File: src/rtl/fifo_stream_pkg.sv
// Purpose: shared state encoding and default buffer depth for the FIFO read streamer.
// Latency: n/a (types and constants only).
// Backpressure: n/a.
package fifo_stream_pkg;

    typedef enum logic [1:0] {
        IDLE = 2'd0,
        RUN  = 2'd1,
        STOP = 2'd2
    } stream_state_t;

    // Smallest depth that still sustains one word per cycle across the
    // one-cycle FIFO read latency (one word buffered + one in flight + slack).
    localparam int SKID_DEPTH_DEFAULT = 3;

endpackage

File: src/rtl/fifo_skid_buf.sv
// Purpose: small circular output buffer between the FIFO read port and the stream.
// Latency: a pushed word is visible on head_data the cycle after the push.
// Backpressure: push is ignored when full (unless popping); pop is ignored when empty.
module fifo_skid_buf #(
    parameter  int WIDTH = 16,
    parameter  int DEPTH = 3,
    localparam int PTR_W = $clog2(DEPTH),
    localparam int OCC_W = $clog2(DEPTH + 1)
) (
    input  logic             clk,
    input  logic             rst,
    input  logic             push,
    input  logic [WIDTH-1:0] push_data,
    input  logic             pop,
    output logic [WIDTH-1:0] head_data,
    output logic [OCC_W-1:0] occ
);

    logic [WIDTH-1:0] mem [DEPTH];
    logic [PTR_W-1:0] wr_ptr;
    logic [PTR_W-1:0] rd_ptr;
    logic             push_ok;
    logic             pop_ok;

    // Pointers wrap from the last entry back to zero (depth need not be a power of two).
    function automatic logic [PTR_W-1:0] ptr_inc(input logic [PTR_W-1:0] p);
        return (p == PTR_W'(DEPTH - 1)) ? '0 : p + PTR_W'(1);
    endfunction

    assign pop_ok    = pop && (occ != '0);
    assign push_ok   = push && ((occ != OCC_W'(DEPTH)) || pop_ok);
    assign head_data = mem[rd_ptr];

    // Storage is cleared on reset so no stale word can reach the head after restart.
    always_ff @(posedge clk or posedge rst) begin
        if (rst) begin
            for (int i = 0; i < DEPTH; i++) begin
                mem[i] <= '0;
            end
        end else if (push_ok) begin
            mem[wr_ptr] <= push_data;
        end
    end

    // Pointer and occupancy bookkeeping; simultaneous push and pop leave occ unchanged.
    always_ff @(posedge clk or posedge rst) begin
        if (rst) begin
            wr_ptr <= '0;
            rd_ptr <= '0;
            occ    <= '0;
        end else begin
            if (push_ok) begin
                wr_ptr <= ptr_inc(wr_ptr);
            end
            if (pop_ok) begin
                rd_ptr <= ptr_inc(rd_ptr);
            end
            case ({push_ok, pop_ok})
                2'b10:   occ <= occ + OCC_W'(1);
                2'b01:   occ <= occ - OCC_W'(1);
                default: occ <= occ;
            endcase
        end
    end

endmodule

File: src/rtl/fifo_rd_streamer.sv
// Purpose: drains an upstream FIFO into a valid/ready stream; FIFO_RD_STREAMER_STATS_EN adds xfer_cnt.
// Latency: first word on m_data three cycles after en rises (IDLE->RUN, read, capture); then 1 word/cycle.
// Backpressure: reads are throttled by buffer room (occ + inflight), never by m_ready directly.
module fifo_rd_streamer
    import fifo_stream_pkg::*;
#(
    parameter int FIFO_WIDTH = 16,
    parameter int SKID_DEPTH = SKID_DEPTH_DEFAULT
) (
    input  logic                  clk,
    input  logic                  rst,
    input  logic                  en,
    output logic                  fifo_rd_en,
    input  logic [FIFO_WIDTH-1:0] fifo_data_out,
    input  logic                  fifo_empty,
    input  logic                  fifo_underflow,
    output logic [FIFO_WIDTH-1:0] m_data,
    output logic                  m_valid,
    input  logic                  m_ready,
    output logic                  busy,
    output logic                  err_underflow
`ifdef FIFO_RD_STREAMER_STATS_EN
    ,
    output logic [31:0]           xfer_cnt
`endif
);

    localparam int OCC_W = $clog2(SKID_DEPTH + 1);

    stream_state_t    state;
    stream_state_t    state_nxt;
    logic             inflight;
    logic [OCC_W-1:0] occ;
    logic             xfer;

    assign m_valid = (occ != '0);
    assign xfer    = m_valid && m_ready;

    fifo_skid_buf #(
        .WIDTH (FIFO_WIDTH),
        .DEPTH (SKID_DEPTH)
    ) u_buf (
        .clk       (clk),
        .rst       (rst),
        .push      (inflight),
        .push_data (fifo_data_out),
        .pop       (xfer),
        .head_data (m_data),
        .occ       (occ)
    );

    // State register.
    always_ff @(posedge clk or posedge rst) begin
        if (rst) begin
            state <= IDLE;
        end else begin
            state <= state_nxt;
        end
    end

    // Next state plus read issue; a read is only issued when the buffer can
    // absorb it even if the word already in flight also lands.
    always_comb begin
        state_nxt  = state;
        fifo_rd_en = 1'b0;
        busy       = (state != IDLE);
        unique case (state)
            IDLE: begin
                if (en) state_nxt = RUN;
            end
            RUN: begin
                fifo_rd_en = !fifo_empty && ((int'(occ) + int'(inflight)) < SKID_DEPTH);
                if (!en) state_nxt = STOP;
            end
            STOP: begin
                if (en) begin
                    state_nxt = RUN;
                end else if (!inflight && (occ == '0)) begin
                    state_nxt = IDLE;
                end
            end
            default: state_nxt = IDLE;
        endcase
    end

    // Read data arrives one cycle after the strobe; remember that it is coming.
    always_ff @(posedge clk or posedge rst) begin
        if (rst) begin
            inflight <= 1'b0;
        end else begin
            inflight <= fifo_rd_en;
        end
    end

    // Sticky underflow flag, cleared only by reset.
    always_ff @(posedge clk or posedge rst) begin
        if (rst) begin
            err_underflow <= 1'b0;
        end else if (fifo_underflow) begin
            err_underflow <= 1'b1;
        end
    end

`ifdef FIFO_RD_STREAMER_STATS_EN
    // Count completed output transfers; wraps naturally at 2^32.
    always_ff @(posedge clk or posedge rst) begin
        if (rst) begin
            xfer_cnt <= '0;
        end else if (xfer) begin
            xfer_cnt <= xfer_cnt + 32'd1;
        end
    end
`endif

endmodule
File: config.mk
export PLATFORM = sky130hd
export DESIGN_NAME = fifo_rd_streamer
export DESIGN_NICKNAME = d
export VERILOG_FILES = /design/src/rtl/fifo_stream_pkg.sv /design/src/rtl/fifo_skid_buf.sv /design/src/rtl/fifo_rd_streamer.sv
export SDC_FILE = /design/constraint.sdc
export NUM_CORES = 1
export LEC_CHECK = 0
export CORE_ASPECT_RATIO = 0.6
export CORE_MARGIN = 2
export CORE_UTILIZATION = 44
export DETAILED_ROUTE_END_ITERATION = 16
export PLACE_DENSITY = 0.79
export SETUP_SLACK_MARGIN = 0.15
export SYNTH_ARGS = -nofsm -noshare
export SYNTH_HDL_FRONTEND = slang
export SYNTH_SLANG_ARGS = --single-unit
File: constraint.sdc
create_clock -name clk -period 2.3 [get_ports clk]
set_clock_uncertainty 0.05 [all_clocks]
set_input_delay 0.575 -clock clk [delete_from_list [all_inputs] [get_ports clk]]
set_output_delay 0.575 -clock clk [all_outputs]
set_load 0.01 [all_outputs]
### After elaboration in Yosys (flattened, before gate mapping)

Cells that the tools add are included.

* word-level logic and storage cells: 60
* bits of input ports: 22
* bits in registers: 58

* eq/ne operators: 10
* multiplexer cells: 15
* $lt $le $gt $ge: 4
* reductions and logical operators: 15
* add/sub/neg operators: 5
* bitwise operators: 2

Operators with widths (count)
* $bwmux W48: 1
* $mux W16: 3
* $bmux W16 S2: 1
* $demux W16 S2: 1
* $mux W2: 6
* $eq A2 B2 Y1 const B: 4
* $add A2 B1 Y2 const B: 3
* $ge A3 B3 Y1 const B: 2
* $logic_and A1 B1 Y1: 6
* $ne A2 B2 Y1 const B: 3
* $not A2 Y3: 2
* $pmux W2 S3: 1
* $reduce_bool A2 Y1: 3
* $eq A2 B1 Y1 const B: 2
* $logic_not A2 Y1: 2
* $pmux W2 S2: 1
* $add A2 B1 Y3: 1
* $lt A3 B1 Y1 const B: 1
* $lt A3 B2 Y1 const B: 1
* $ne A3 B3 Y1 const B: 1
* $reduce_and A3 Y1: 1
* $logic_not A1 Y1: 2
* $sub A2 B1 Y2 const B: 1
* $logic_or A1 B1 Y1: 1
* $mux W1: 1

### Logic depth before layout (Yosys ltp)

Gate-level depths: netlist of run 1.

* depth in word-level cells: 7
* gate-level depth with buffers: 6

### Hierarchy

A second synthesis of run 1 with hierarchy kept.

* cell total of the unflattened synthesis: 200
* area, all modules: 2642.5 µm²

By module, submodules not included
* fifo_skid_buf: cells an instance 182, area each 2431.1 µm², sequential area each 1351.3 µm², instances 1
* fifo_rd_streamer: cells an instance 18, area each 211.5 µm², sequential area each 100.1 µm², instances 1

### Worst setup path after synthesis of run 1

No wires, ideal clock.

* kind: reg2out
* start: register u_buf.occ[0]
* end: output fifo_rd_en
* buffers on the path: 0
* cell stages (with the launch flop): 4
* path slack: 0.008 ns
* arrival time: 1.667 ns
* required time: 1.675 ns
* path through: dfrtp_1 ha_1 ha_1 a2111oi_0

* longest elaborated chain between the ends: 4

RTL lines
* from (decl): RTL line fifo_skid_buf.sv:16 `output logic [OCC_W-1:0] occ`
* from (signal assigned): RTL line fifo_skid_buf.sv:59 `2'b10: occ <= occ + OCC_W'(1);`
* from (signal assigned): RTL line fifo_skid_buf.sv:60 `2'b01: occ <= occ - OCC_W'(1);`
* $add A2 B1 Y3: RTL line fifo_rd_streamer.sv:72 `fifo_rd_en = !fifo_empty && ((int'(occ) + int'(inflight)) < SKID_DEPTH);`
* $lt A3 B2 Y1: RTL line fifo_rd_streamer.sv:72
* $logic_and A1 B1 Y1: RTL line fifo_rd_streamer.sv:72
* $mux W1: RTL line fifo_rd_streamer.sv:67 `unique case (state)`
* to (decl): RTL line fifo_rd_streamer.sv:13 `output logic fifo_rd_en,`

No other way between the ends.

### Worst setup path in the final report of run 1

* start: register inflight
* end: output fifo_rd_en

* longest elaborated chain between the ends: 4

RTL lines
* from (decl): RTL line fifo_rd_streamer.sv:32 `logic inflight;`
* from (signal assigned): RTL line fifo_rd_streamer.sv:91 `inflight <= fifo_rd_en;`
* $add A2 B1 Y3: RTL line fifo_rd_streamer.sv:72
* $lt A3 B2 Y1: RTL line fifo_rd_streamer.sv:72
* $logic_and A1 B1 Y1: RTL line fifo_rd_streamer.sv:72
* $mux W1: RTL line fifo_rd_streamer.sv:67

No other way between the ends.

==> results of run 1 <==
[final timing paths]
kind	startpoint	to	slack, ns	cells after the start
setup / recovery	inflight	fifo_rd_en	0.05	4
min in group asynchronous	rst	u_buf.mem[34]	0.49	2
hold / removal	err_underflow	err_underflow	0.42	1
max in group asynchronous	rst	u_buf.mem[11]	1.25	3
setup reg to reg	u_buf.occ[1]	u_buf.occ[1]	0.42	6
hold reg to reg	err_underflow	err_underflow	0.42	1
[placed cells by master, fill, tap and decap left out, types with 2 or more instances in the layout]
| cell | instances |
|---|---|
| buf_2 | 11 |
| mux2i_1 | 15 |
| nand2_1 | 19 |
| buf_12 | 4 |
| o21ai_0 | 6 |
| buf_6 | 6 |
| mux2_4 | 19 |
| mux2_2 | 29 |
| dfrtp_1 | 58 |
| clkbuf_8 | 12 |
| clkdlybuf4s50_1 | 22 |
| xnor2_1 | 2 |
| nor2_1 | 2 |
| or2_2 | 3 |
| and4b_1 | 2 |
| clkbuf_1 | 2 |
| buf_4 | 17 |
| o21ai_1 | 11 |
| clkbuf_2 | 6 |
| clkinv_2 | 2 |
[kinds of logic (layout without fill, tap and decap cells)]
| logic type | count (synthesis) | in the layout | share of synthesized area |
|---|---|---|---|
| xor+xnor | 3 | 3 | 0.00980 |
| mux | 64 | 64 | 0.288 |
| buf+inv | 12 | 86 | 0.0327 |
| simple gates | 32 | 32 | 0.0607 |
| compound gates | 25 | 25 | 0.0537 |
| fa+ha+maj | 3 | 3 | 0.0140 |
| flops | 58 | 58 | 0.541 |
[flip-flops by register name (all words and copies together) (netlist names)]
name,count
err_underflow,1
inflight,1
u_buf.mem,48
state,2
u_buf.rd_ptr,2
u_buf.wr_ptr,2
u_buf.occ,2
[routing by layer]
layer,vias to the layer above,share of wire,wire length (microns),track usage
met5,-,0,0,0
met4,0,0.0018,10,0.0650
met3,2,0.065,369,0.0744
met2,50,0.45,2570,0.279
met1,883,0.48,2760,0.248
li1,838,-,-,-
[repair_timing]
action | in CTS | in global routing
resized for setup | 65 | 30
setup endpoints to repair | 19 | 16
buffers inserted | 3 | 8
pin swaps | 7 | 6
[through the flow]
step	hold WS, ns	instance area, sq um	power, mW	std cells
global route	0.446	3530	5.07	351
CTS	0.433	3480	4.66	343
finish	0.420	3530	4.76	351
global placement	0.410	3280	3.77	324
floorplan	0.400	2690	2.96	197
detailed placement	0.419	3280	3.83	324
[layout make-up]
type	instances	share of cell area
inverter	2	0.00213
tap	80	0.0284
clock buffer	14	0.0490
sequential	58	0.411
clock inverter	2	0.00284
multi-input combinational	127	0.336
timing repair buffer	68	0.170
[worst max-delay path: stages (launching register included)]
cell and delay, ns:
dfrtp_1 0.39, ha_2 0.21, ha_4 0.22, a2111oi_4 0.29, buf_2 0.19
[report_power, final]
group / internal [mW] / switching (mW)
Combinational: 1.22 / 0.890
Clock: 0.476 / 0.382
Sequential: 1.50 / 0.284
==> flow_summary_export.csv, run 1 <==
group,metric,value,unit
sta,tightest_slew,0.468,ns
logic_synthesis,yosysSeqAreaShare,0.541,
flow_run,drv_cap,0,
final_layout,postLayoutCoreUtil,0.616,
placement,hpwl,3750,microns
detailed_routing,vias_per_cell,5.05,
sta,max_freq,444,MHz
detailed_routing,drt_iter0_drc,58,
final_layout,syn2layout_area_growth,31.5,%
placement,gp_congestion,0.737,
clock_tree,hold_buffers,0,
global_routing,grt_max_degree,26,
detailed_routing,detail-route-antenna-nets,0,
hold_path,min_path_type,"reg -> reg",
logic_synthesis,yosysMostFrequentCell,"dfrtp_1",
logic_synthesis,ys_dominant_reg_cell,"dfrtp_1",
run_status,status,"complete, no violations",
worst_setup_path,path_class,"reg -> out",
final_layout,antennaDiodeCount,0,
sta,relSlewSlack,0.685,
detailed_routing,drt_wl_total,5710,microns
worst_setup_path,worstPathRequired,1.67,ns
global_routing,antenna_found_initial,0,
die,die_h,64.5,microns
final_layout,multi_input_area,1190,sq um
die,die-area,6750,sq um
sta,setup_tns,0,ns
placement,numPortBuffers,41,
clock_tree,cts.htree.levels,3,
worst_setup_path,worstSetupStartpointType,"flip-flop",
placement,dpl_worst_slack,-0.252,ns
logic_synthesis,synth_edf_count,0,
clock_tree,root_buffer,"clkbuf_8",
logic_synthesis,synth_top_area_share,0.541,
final_layout,fill_cells,494,
sta,finalSetupViolCount,0,
logic_synthesis,synth-seq-cells,58,
clock_tree,clk_pin_slew_worst_paths,0.06,ns
global_routing,grt.total_usage,0.186,
worst_setup_path,arrival,1.63,ns
sta,layout_setup_ws,0.0494,ns
detailed_routing,drc,0,
logic_synthesis,synthTopCellsByCount,"dfrtp_1 (58), mux2_2 (29), mux2_4 (19), nand2_1 (19), o21ai_0 (18)",
die,row_count,21,
logic_synthesis,synth_area,2680,sq um
sta,fin_crit,2.25,ns
clock_tree,cts_buffer_depth,2,
sta,rsz0062_at_grt,"true",
pwr,vdd_ir_drop_max,628,uV
die,start_util,0.468,
logic_synthesis,ys_warn_count,0,
detailed_routing,routedWlPerCell,16.3,microns
logic_synthesis,netlist_instances,197,
logic_synthesis,ys_async_sr_fraction,1.00,
logic_synthesis,yosysTopAreaCell,"dfrtp_1",
clock_tree,cts_tree,"built",
logic_synthesis,avgSynthCellArea,13.6,sq um
final_layout,layout.nets,291,
global_routing,grt_pass1_wl,9550,microns
pwr,cellPowerDensity,1350,nW/um^2
global_routing,grt_pass1_vias,1891,
clock_tree,clock-sinks,58,
final_layout,final-seq-area,1450,sq um
sta,finalCritPeriodShare,0.979,
global_routing,globalRouteOverflowTotal,0,
clock_tree,cts_buffers,9,
worst_setup_path,end_kind,"output pin",
die,die_x,105,microns
sta,hold_violations,0,
clock_tree,clock_latency,0.34,ns
sta,maxSlewViolCount,0,
logic_synthesis,synth_cell_types,29,
final_layout,drive_above_1_share,0.443,
die,io_pins,42,
detailed_routing,vias,1773,
logic_synthesis,syn_nets,222,
worst_setup_path,path_max_fanout,2,
logic_synthesis,ys_top_cells_by_area,"dfrtp_1 (54%), mux2_2 (12%), mux2_4 (11%)",
detailed_routing,drtPass1Iterations,4,
die,fp.coreArea,5730,sq um
pwr,leakagePower,1.63,nW
Power figures use the tool's default switching activity.
==> inputs of run 2 (changes only) <==
Settings changed: PLACE_DENSITY 0.79 to 0.8, SYNTH_HIERARCHICAL set to 1.
==> flow_summary_export.csv, run 2 <==
group,metric,value,unit
run_status,status,"complete, no violations",
sta,finalCritPeriodShare,0.981,
sta,relSlewSlack,0.681,
final_layout,layout.nets,295,
logic_synthesis,ys_async_sr_fraction,1.00,
logic_synthesis,yosysSeqAreaShare,0.549,
pwr,vdd_ir_drop_max,567,uV
logic_synthesis,yosysMostFrequentCell,"dfrtp_1",
logic_synthesis,synth-seq-cells,58,
placement,hpwl,3800,microns
sta,fin_crit,2.26,ns
placement,dpl_worst_slack,-0.301,ns
clock_tree,clk_pin_slew_worst_paths,0.06,ns
placement,placed_area,3310,sq um
detailed_routing,detail-route-antenna-nets,0,
die,die-area,6660,sq um
die,die_h,64.0,microns
final_layout,fin_cells,355,
logic_synthesis,synth_area,2640,sq um
hold_path,min_path_type,"reg -> reg",
clock_tree,cts_buffer_depth,2,
placement,gp_congestion,0.764,
sta,max_freq,443,MHz
sta,finalSetupViolCount,0,
logic_synthesis,syn_nets,225,
final_layout,syn2layout_area_growth,36.2,%
flow_run,drv_cap,0,
worst_setup_path,worstPathRequired,1.67,ns
logic_synthesis,ys_warn_count,6,
pwr,cellPowerDensity,1420,nW/um^2
clock_tree,cts_tree,"built",
final_layout,regMostFlops,"u_buf/mem",
global_routing,globalRouteOverflowTotal,0,
final_layout,drive_above_1_share,0.458,
worst_setup_path,end_kind,"output pin",
final_layout,finalInstanceArea,3600,sq um
logic_synthesis,ys_top_cells_by_area,"dfrtp_1 (55%), mux2_2 (21%), mux2i_1 (6.1%)",
pwr,leakagePower,1.56,nW
detailed_routing,drc,0,
detailed_routing,vias,1790,
clock_tree,hold_buffers,0,
die,io_pins,42,
final_layout,final_common_cell,"dfrtp_1",
logic_synthesis,netlist_instances,200,
clock_tree,clock-sinks,58,
logic_synthesis,synth_cell_types,31,
worst_setup_path,worstSetupStartpointType,"flip-flop",
sta,hold_violations,0,
final_layout,most-common-layout-cells,"dfrtp_1 (57), mux2_2 (49), clkdlybuf4s50_1 (23)",
sta,rsz0062_at_grt,"true",
final_layout,postLayoutCoreUtil,0.634,
clock_tree,cts.htree.levels,3,
sta,maxSlewViolCount,0,
detailed_routing,drt_wl_total,5620,microns
logic_synthesis,synth_edf_count,0,
global_routing,grt_max_degree,31,
final_layout,largest_register_ffs,48,
placement,dp_cells,334,
global_routing,grt.total_usage,0.191,
sta,layout_setup_ws,0.0442,ns
worst_setup_path,arrival,1.63,ns
global_routing,grt_pass1_wl,9470,microns
logic_synthesis,ys_dominant_reg_cell,"dfrtp_1",
clock_tree,cts_buffers,9,
die,fp.coreArea,5680,sq um
die,start_util,0.466,
final_layout,antennaDiodeCount,0,
sta,tightest_slew,0.478,ns
logic_synthesis,avgSynthCellArea,13.2,sq um
pwr,fin_total_pwr,5.09,mW
worst_setup_path,path_class,"reg -> out",
detailed_routing,drt_iter0_drc,58,
worst_setup_path,path_max_fanout,2,
logic_synthesis,synth_top_area_share,0.549,
detailed_routing,routedWlPerCell,15.8,microns
logic_synthesis,synthTopCellsByCount,"dfrtp_1 (58), mux2_2 (49), nand2_1 (19), mux2i_1 (16), o21ai_0 (16)",
placement,numPortBuffers,41,
detailed_routing,vias_per_cell,5.04,
clock_tree,root_buffer,"clkbuf_8",
clock_tree,clock_latency,0.34,ns
logic_synthesis,yosysTopAreaCell,"dfrtp_1",
global_routing,grt_pass1_vias,1864,
die,row_count,21,
global_routing,antenna_found_initial,0,
die,die_x,104,microns
detailed_routing,drtPass1Iterations,4,
-- run 2: path summary, 6_finish.rpt --
kind                          startpoint         endpoint  slack, ns  cells past startpoint
max reg2reg                 u_buf/occ[1]    u_buf/mem[34]       0.27                      9
min in group asynchronous            rst         inflight       0.45                      2
min reg2reg                err_underflow    err_underflow       0.43                      1
max                             inflight       fifo_rd_en       0.04                      4
min                        err_underflow    err_underflow       0.43                      1
max in group asynchronous            rst  u_buf/rd_ptr[1]       1.09                      3
-- run 2: cell type report --
class                           instances  area (sq um)
Clock inverter                          4          73.8
Tap cell                               80           100
Fill cell                             453          2080
Sequential cell                        58          1450
Inverter                                5          18.8
Timing Repair Buffer                   68           631
Clock buffer                           12           155
Multi-Input combinational cell        128          1170
-- run 2: report_power, final --
part | switching (mW) | internal, mW | total (mW)
Clock | 0.392 | 0.669 | 1.06
Combinational | 0.983 | 1.23 | 2.22
Sequential | 0.297 | 1.52 | 1.82
-- run 2: through the flow --
step / TNS (ns) / hold slack, ns
2_1_floorplan: 0 / 0.291
3_3_place_gp: -1.14 / 0.416
3_5_place_dp: -1.06 / 0.419
4_1_cts: -0.00592 / 0.433
5_1_grt: -0.0426 / 0.442
6_report: 0 / 0.430
-- run 2: metal layers --
metal / global-route usage / vias up / share of wire
li1: - / 848 / -
met1: 0.243 / 897 / 0.47
met2: 0.289 / 40 / 0.47
met3: 0.0949 / 5 / 0.055
met4: 0.0608 / 0 / 0.0098
met5: 0 / - / 0
-- run 2: cells by family after synthesis --
logic type                 share of synthesized area
DFF                                            0.549
buffers and inverters                         0.0284
muxes                                          0.269
xor gates and xnor gates                      0.0133
adders and majority gates                     0.0142
and+or+nand+nor                               0.0687
AOI/OAI and AO/OA                             0.0568
-- run 2: worst max-delay path: stages, from the launching register on --
cell and delay, ns:
dfrtp_1 0.39, ha_2 0.20, ha_4 0.22, a2111oi_4 0.29, buf_2 0.19
-- run 2: timing repair --
item | CTS | global route
setup buffers | 0 | 3
setup endpoints to repair | 18 | 21
cloned | 2 | 0
pin swaps | 1 | 5
gates resized for setup | 73 | 27
==> RTL edit 1, RTL diff (settings of run 2) <==
Encoding of `stream_state_t`: now one-hot (3 bits for 3 states).
--- a/src/rtl/fifo_stream_pkg.sv
+++ b/src/rtl/fifo_stream_pkg.sv
@@ -3,10 +3,10 @@
 // Backpressure: n/a.
 package fifo_stream_pkg;
 
-    typedef enum logic [1:0] {
-        IDLE = 2'd0,
-        RUN  = 2'd1,
-        STOP = 2'd2
+    typedef enum logic [2:0] {
+        IDLE = 3'b001,
+        RUN  = 3'b010,
+        STOP = 3'b100
     } stream_state_t;
 
     // Smallest depth that still sustains one word per cycle across the
Formal check against the unedited RTL: no difference found for any inputs over 10 cycles, from zero or initial values and one cycle with rst high; not proved beyond that.
==> RTL edit 1 against run 2 <==
Synthesized cell count increased by 4.5%. Synthesized area grew 3.0%. Clock power is 18% lower. Die area rose by 2.8%. Sequential cell count rose by 1. Worst setup slack gained 110 ps. Cell area increased by 0.52%. Global-route usage is 0.063 points lower. Routed wire length up 3.0%. First-iteration DRC count is 5.2% lower. Core utilization decreased by 3.7 points. Highest routed layer unchanged. Power shrank 7.2%.
==> RTL edit 1: results (changes against run 2) <==
Drt
* number of iterations in the first detailed-routing pass: 4, unchanged
* WL/cell: 15.9 µm, was 15.8 µm
* total number of vias: 1,833, was 1,790
* count of routing violations after the opening detailed-route iteration: 55, was 58

Global route
* Global Route met1 Usage: 26.7%, was 24.3%
* via count of the first global-routing pass: 1,928, was 1,864
* Global Route met2 Usage: 26.9%, was 28.9%
* met3 Usage GRT: 8.25%, was 9.49%
* Global Route Usage Sum: 19.1%, about the same
* first-pass GRT wire length: 9.84 mm, was 9.47 mm
* largest net degree at the start of global routing: 55, was 31

Worst setup path
* data arrival time of the critical path: 1520 ps, was 1630 ps
* Worst Path Max Fanout: 2, unchanged
* startpoint of the most critical register-to-register path: u_buf/occ[0], was u_buf/occ[1]
* worst r2r dst: u_buf/mem[17], was u_buf/mem[34]
* Worst path max stage delay: 400 ps
* Reg2Reg Depth: 7, was 9
* Largest delay share family, worst path: adder cells, unchanged

Synthesis
* most common library cells after synthesis: 58 x sky130_fd_sc_hd__dfrtp_1, 49 x sky130_fd_sc_hd__mux2_2, 20 x sky130_fd_sc_hd__nand2_1, was 58 x sky130_fd_sc_hd__dfrtp_1, 49 x sky130_fd_sc_hd__mux2_2, 19 x sky130_fd_sc_hd__nand2_1
* Area contributors post-synth: sky130_fd_sc_hd__dfrtp_1 53%, sky130_fd_sc_hd__mux2_2 20%, sky130_fd_sc_hd__mux2i_1 5.9%, was sky130_fd_sc_hd__dfrtp_1 55%, sky130_fd_sc_hd__mux2_2 21%, sky130_fd_sc_hd__mux2i_1 6.1%
* sequential element share of the synthesized area: 54.3%, was 54.9%
* net count after synthesis: 234, was 225
* fraction of registers with async set or reset after synthesis: 100%, unchanged
* number of different library cells in the post-synthesis netlist: 35, was 31

Layout
* fill cell count: 500, was 453
* layout cells sized above 1: 47.5%, was 45.8%
* total number of nets in the final design: 300, was 295

Status
* status: finished, final reports clean, unchanged

Clock network
* buffer levels on the longest clock path: 2, unchanged
* Reg clk slew, reported paths: 60 ps, about the same
* root buffer cell: sky130_fd_sc_hd__clkbuf_8, unchanged

Power
* switching part of the total power: 34.1%, was 32.8%
* power density over the cells: 1310 mW/mm², was 1420 mW/mm²
* static leakage: 1.60 nW, was 1.56 nW
* power drawn by the combinational cells: 2.05 mW, was 2.22 mW
* maximum vdd ir drop: 0.499 mV, was 0.567 mV

Placement
* count of input and output buffers: 41, unchanged
* placement-stage worst setup slack: -67.1 ps, was -301 ps
* post-DP HPWL: 4.02 mm, was 3.80 mm
* last weighted congestion value of the routability-driven placer: 0.734, was 0.764

Timing
* slew margin rel.: 79.2%, was 68.1%

-- RTL edit 1: repair_timing --
action,4_1_cts,5_1_grt
cloned,2,0
setup endpoints to repair,19,14
gates resized for setup,83,29
buffers inserted,1,1
pin swaps,0,3
hold endpoints to repair,0,0
-- RTL edit 1: metrics by stage --
stage	hold slack, ps	std cells	instance area, µm²
finish	444	364	3620
global placement	404	344	3370
detailed placement	424	344	3370
CTS	429	363	3560
floorplan	303	209	2720
global route	454	364	3620
-- RTL edit 1: kinds of logic after synthesis --
group           share of synthesized area [%]
compound gates                           4.92
flops                                    54.3
mux                                      26.2
fa+ha+maj                                1.38
xor+xnor                                 1.29
buf+inv                                  2.48
simple gates                             9.47
-- RTL edit 1: cell type report --
cell class | count | area share, %
sequential | 59 | 40.9
inverter | 3 | 0.311
tap | 84 | 2.90
clock buffer | 12 | 4.56
multi-input combinational | 138 | 34.3
clock inverter | 4 | 0.657
timing repair buffer | 64 | 16.4
-- RTL edit 1: metal layers --
metal	vias up	wire length [µm]	part of all wire, %
li1	883	-	-
met2	41	2590	45
met5	-	0	0
met4	0	54	0.93
met1	903	2830	49
met3	6	315	5.4
-- RTL edit 1: worst max path at each step --
stage | start | endpoint | slack (ps) | depth (start not counted)
global route | inflight | fifo_rd_en | 80 | 5
CTS | inflight | fifo_rd_en | 100 | 5
floorplan | u_buf/occ[0] | u_buf/mem[32] | 260 | 6
detailed placement | fifo_empty | fifo_rd_en | -70 | 4
global placement | fifo_empty | fifo_rd_en | -70 | 4
finish | inflight | fifo_rd_en | 150 | 5
==> RTL edit 2, RTL diff (settings of run 2) <==
Made on the original files. Build with the macro `FIFO_RD_STREAMER_STATS_EN` defined.
--- a/src/rtl/fifo_rd_streamer.sv
+++ b/src/rtl/fifo_rd_streamer.sv
@@ -1,6 +1,8 @@
 // Purpose: drains an upstream FIFO into a valid/ready stream; FIFO_RD_STREAMER_STATS_EN adds xfer_cnt.
 // Latency: first word on m_data three cycles after en rises (IDLE->RUN, read, capture); then 1 word/cycle.
 // Backpressure: reads are throttled by buffer room (occ + inflight), never by m_ready directly.
+`define FIFO_RD_STREAMER_STATS_EN
+
 module fifo_rd_streamer
     import fifo_stream_pkg::*;
 #(
Behaviour (old outputs only; new: xfer_cnt): unchanged (Yosys induction, for registers that start in step).
==> RTL edit 2 against run 2 <==
Sequential cell count up 32. Worst setup slack better by 32 ps. Synthesized area up 55%. Routed wire length up 55%. Maximum frequency up 1.4%. Cell area up 53%. Largest cell class unchanged. Count of clock-buffer cells in the layout unchanged. Power up 26%. Clock power up 50%. Highest routed layer unchanged.
==> RTL edit 2: results (changes against run 2) <==
Status
* status: finished, final reports clean, unchanged

Placement
* cell count after placement: 529, was 334
* count of input and output buffers: 73, was 41
* post-DP HPWL: 6.01 mm, was 3.80 mm
* placement-stage worst setup slack: -258 ps, was -301 ps
* last weighted congestion value of the routability-driven placer: 0.890, was 0.764

Synthesis
* flip-flop cell with the highest count after synthesis: sky130_fd_sc_hd__dfrtp_1, unchanged
* number of different library cells in the post-synthesis netlist: 41, was 31
* most common library cells after synthesis: 90 x sky130_fd_sc_hd__dfrtp_1, 49 x sky130_fd_sc_hd__mux2_2, 31 x sky130_fd_sc_hd__nand2_1, was 58 x sky130_fd_sc_hd__dfrtp_1, 49 x sky130_fd_sc_hd__mux2_2, 19 x sky130_fd_sc_hd__nand2_1
* sequential element share of the synthesized area: 55.0%, was 54.9%
* Area contributors post-synth: sky130_fd_sc_hd__dfrtp_1 55%, sky130_fd_sc_hd__mux2_2 13%, sky130_fd_sc_hd__xnor2_1 5.8%, was sky130_fd_sc_hd__dfrtp_1 55%, sky130_fd_sc_hd__mux2_2 21%, sky130_fd_sc_hd__mux2i_1 6.1%
* net count after synthesis: 355, was 225
* cells after synthesis: 329, was 200

Worst setup path
* flop2flop setup slack: 300 ps, was 270 ps
* Reg2Reg Depth: 8, was 9
* data arrival time of the critical path: 1600 ps, was 1630 ps

Drt
* number of iterations in the first detailed-routing pass: 4, unchanged
* total number of vias: 2,846, was 1,790
* WL/cell: 15.9 µm, was 15.8 µm
* count of routing violations after the opening detailed-route iteration: 156, was 58

Global route
* via count of the first global-routing pass: 2,963, was 1,864
* first-pass GRT wire length: 14.7 mm, was 9.47 mm
* largest net degree at the start of global routing: 55, was 31
* Global Route Usage Sum: 18.8%, was 19.1%

Timing
* slew margin rel.: 55.9%, was 68.1%
* portion of the clock cycle consumed by the worst path in the final layout: 96.7%, was 98.1%

Clock network
* root buffer cell: sky130_fd_sc_hd__clkbuf_16, was sky130_fd_sc_hd__clkbuf_8

Layout
* layout cells sized above 1: 30.6%, was 45.8%
* total number of nets in the final design: 455, was 295
* final cell count without fillers: 550, was 355

Power
* maximum vdd ir drop: 0.532 mV, was 0.567 mV
* static leakage: 2.38 nW, was 1.56 nW

==> RTL edit 2: cell count changes after synthesis, sizes merged, moves of 7 or more <==
cell / before / now
dfrtp: 58 / 90
xnor2: 3 / 27
nand4: 0 / 15
nand2: 19 / 31
nand3: 1 / 11
and3: 0 / 7
==> RTL edit 2: kinds of logic after synthesis <==
kind of cell | after synthesis | synth area share [%]
and+or+nand+nor | 96 | 13.5
DFF | 90 | 55.0
muxes | 65 | 17.4
xor gates and xnor gates | 34 | 7.27
AOI/OAI and AO/OA | 25 | 3.60
buffers and inverters | 15 | 2.11
adders and majority gates | 4 | 1.22
==> RTL edit 2: final cells by class <==
cell class	count	area, µm²
inverters	4	15.0
clock inverters	4	73.8
repair buffers	100	937
flip-flops and latches	90	2250
well taps	116	145
clock buffers	12	256
multi-input cells	224	1810
fillers	729	3630
==> RTL edit 2: metal layers <==
metal	vias to the layer above	GRT usage (%)	share of wire, %
met5	-	0	0
met4	0	5.54	1.1
met3	9	4.11	3.5
met2	53	29.9	47
met1	1425	26.3	49
li1	1359	-	-
==> RTL edit 2: path summary, 6_finish.rpt <==
check                              from            end
setup reg to reg           u_buf/occ[1]  u_buf/mem[43]
hold / removal             xfer_cnt[31]   xfer_cnt[31]
hold reg to reg            xfer_cnt[31]   xfer_cnt[31]
setup / recovery           u_buf/occ[0]     fifo_rd_en
min in group asynchronous           rst  u_buf/mem[25]
max in group asynchronous           rst    xfer_cnt[0]
==> RTL edit 2: critical path, cell delays in order, from the launching register on <==
cell,delay (ps)
sky130_fd_sc_hd__dfrtp_1,380
sky130_fd_sc_hd__ha_2,200
sky130_fd_sc_hd__ha_4,220
sky130_fd_sc_hd__a2111oi_4,290
sky130_fd_sc_hd__buf_2,190
==> RTL edit 2: metrics by stage <==
step	area, µm²	hold slack [ps]
after floorplan	4100	400
after global placement	5120	407
after detailed placement	5120	411
after CTS	5480	423
after global routing	5490	453
final	5490	417
==> RTL edit 2: power by group <==
group          total [mW]  internal [mW]  switching [mW]
logic                2.33           1.29            1.03
clock network        1.59           1.01           0.574
registers            2.50           2.13           0.368
total                6.41           4.43            1.98
==> RTL edit 2: timing repair <==
| item | CTS | global route |
|---|---|---|
| endpoints found under the setup margin | 18 | 15 |
| pin swaps | 2 | 3 |
| buffers inserted | 4 | 1 |
| resized for setup | 61 | 27 |
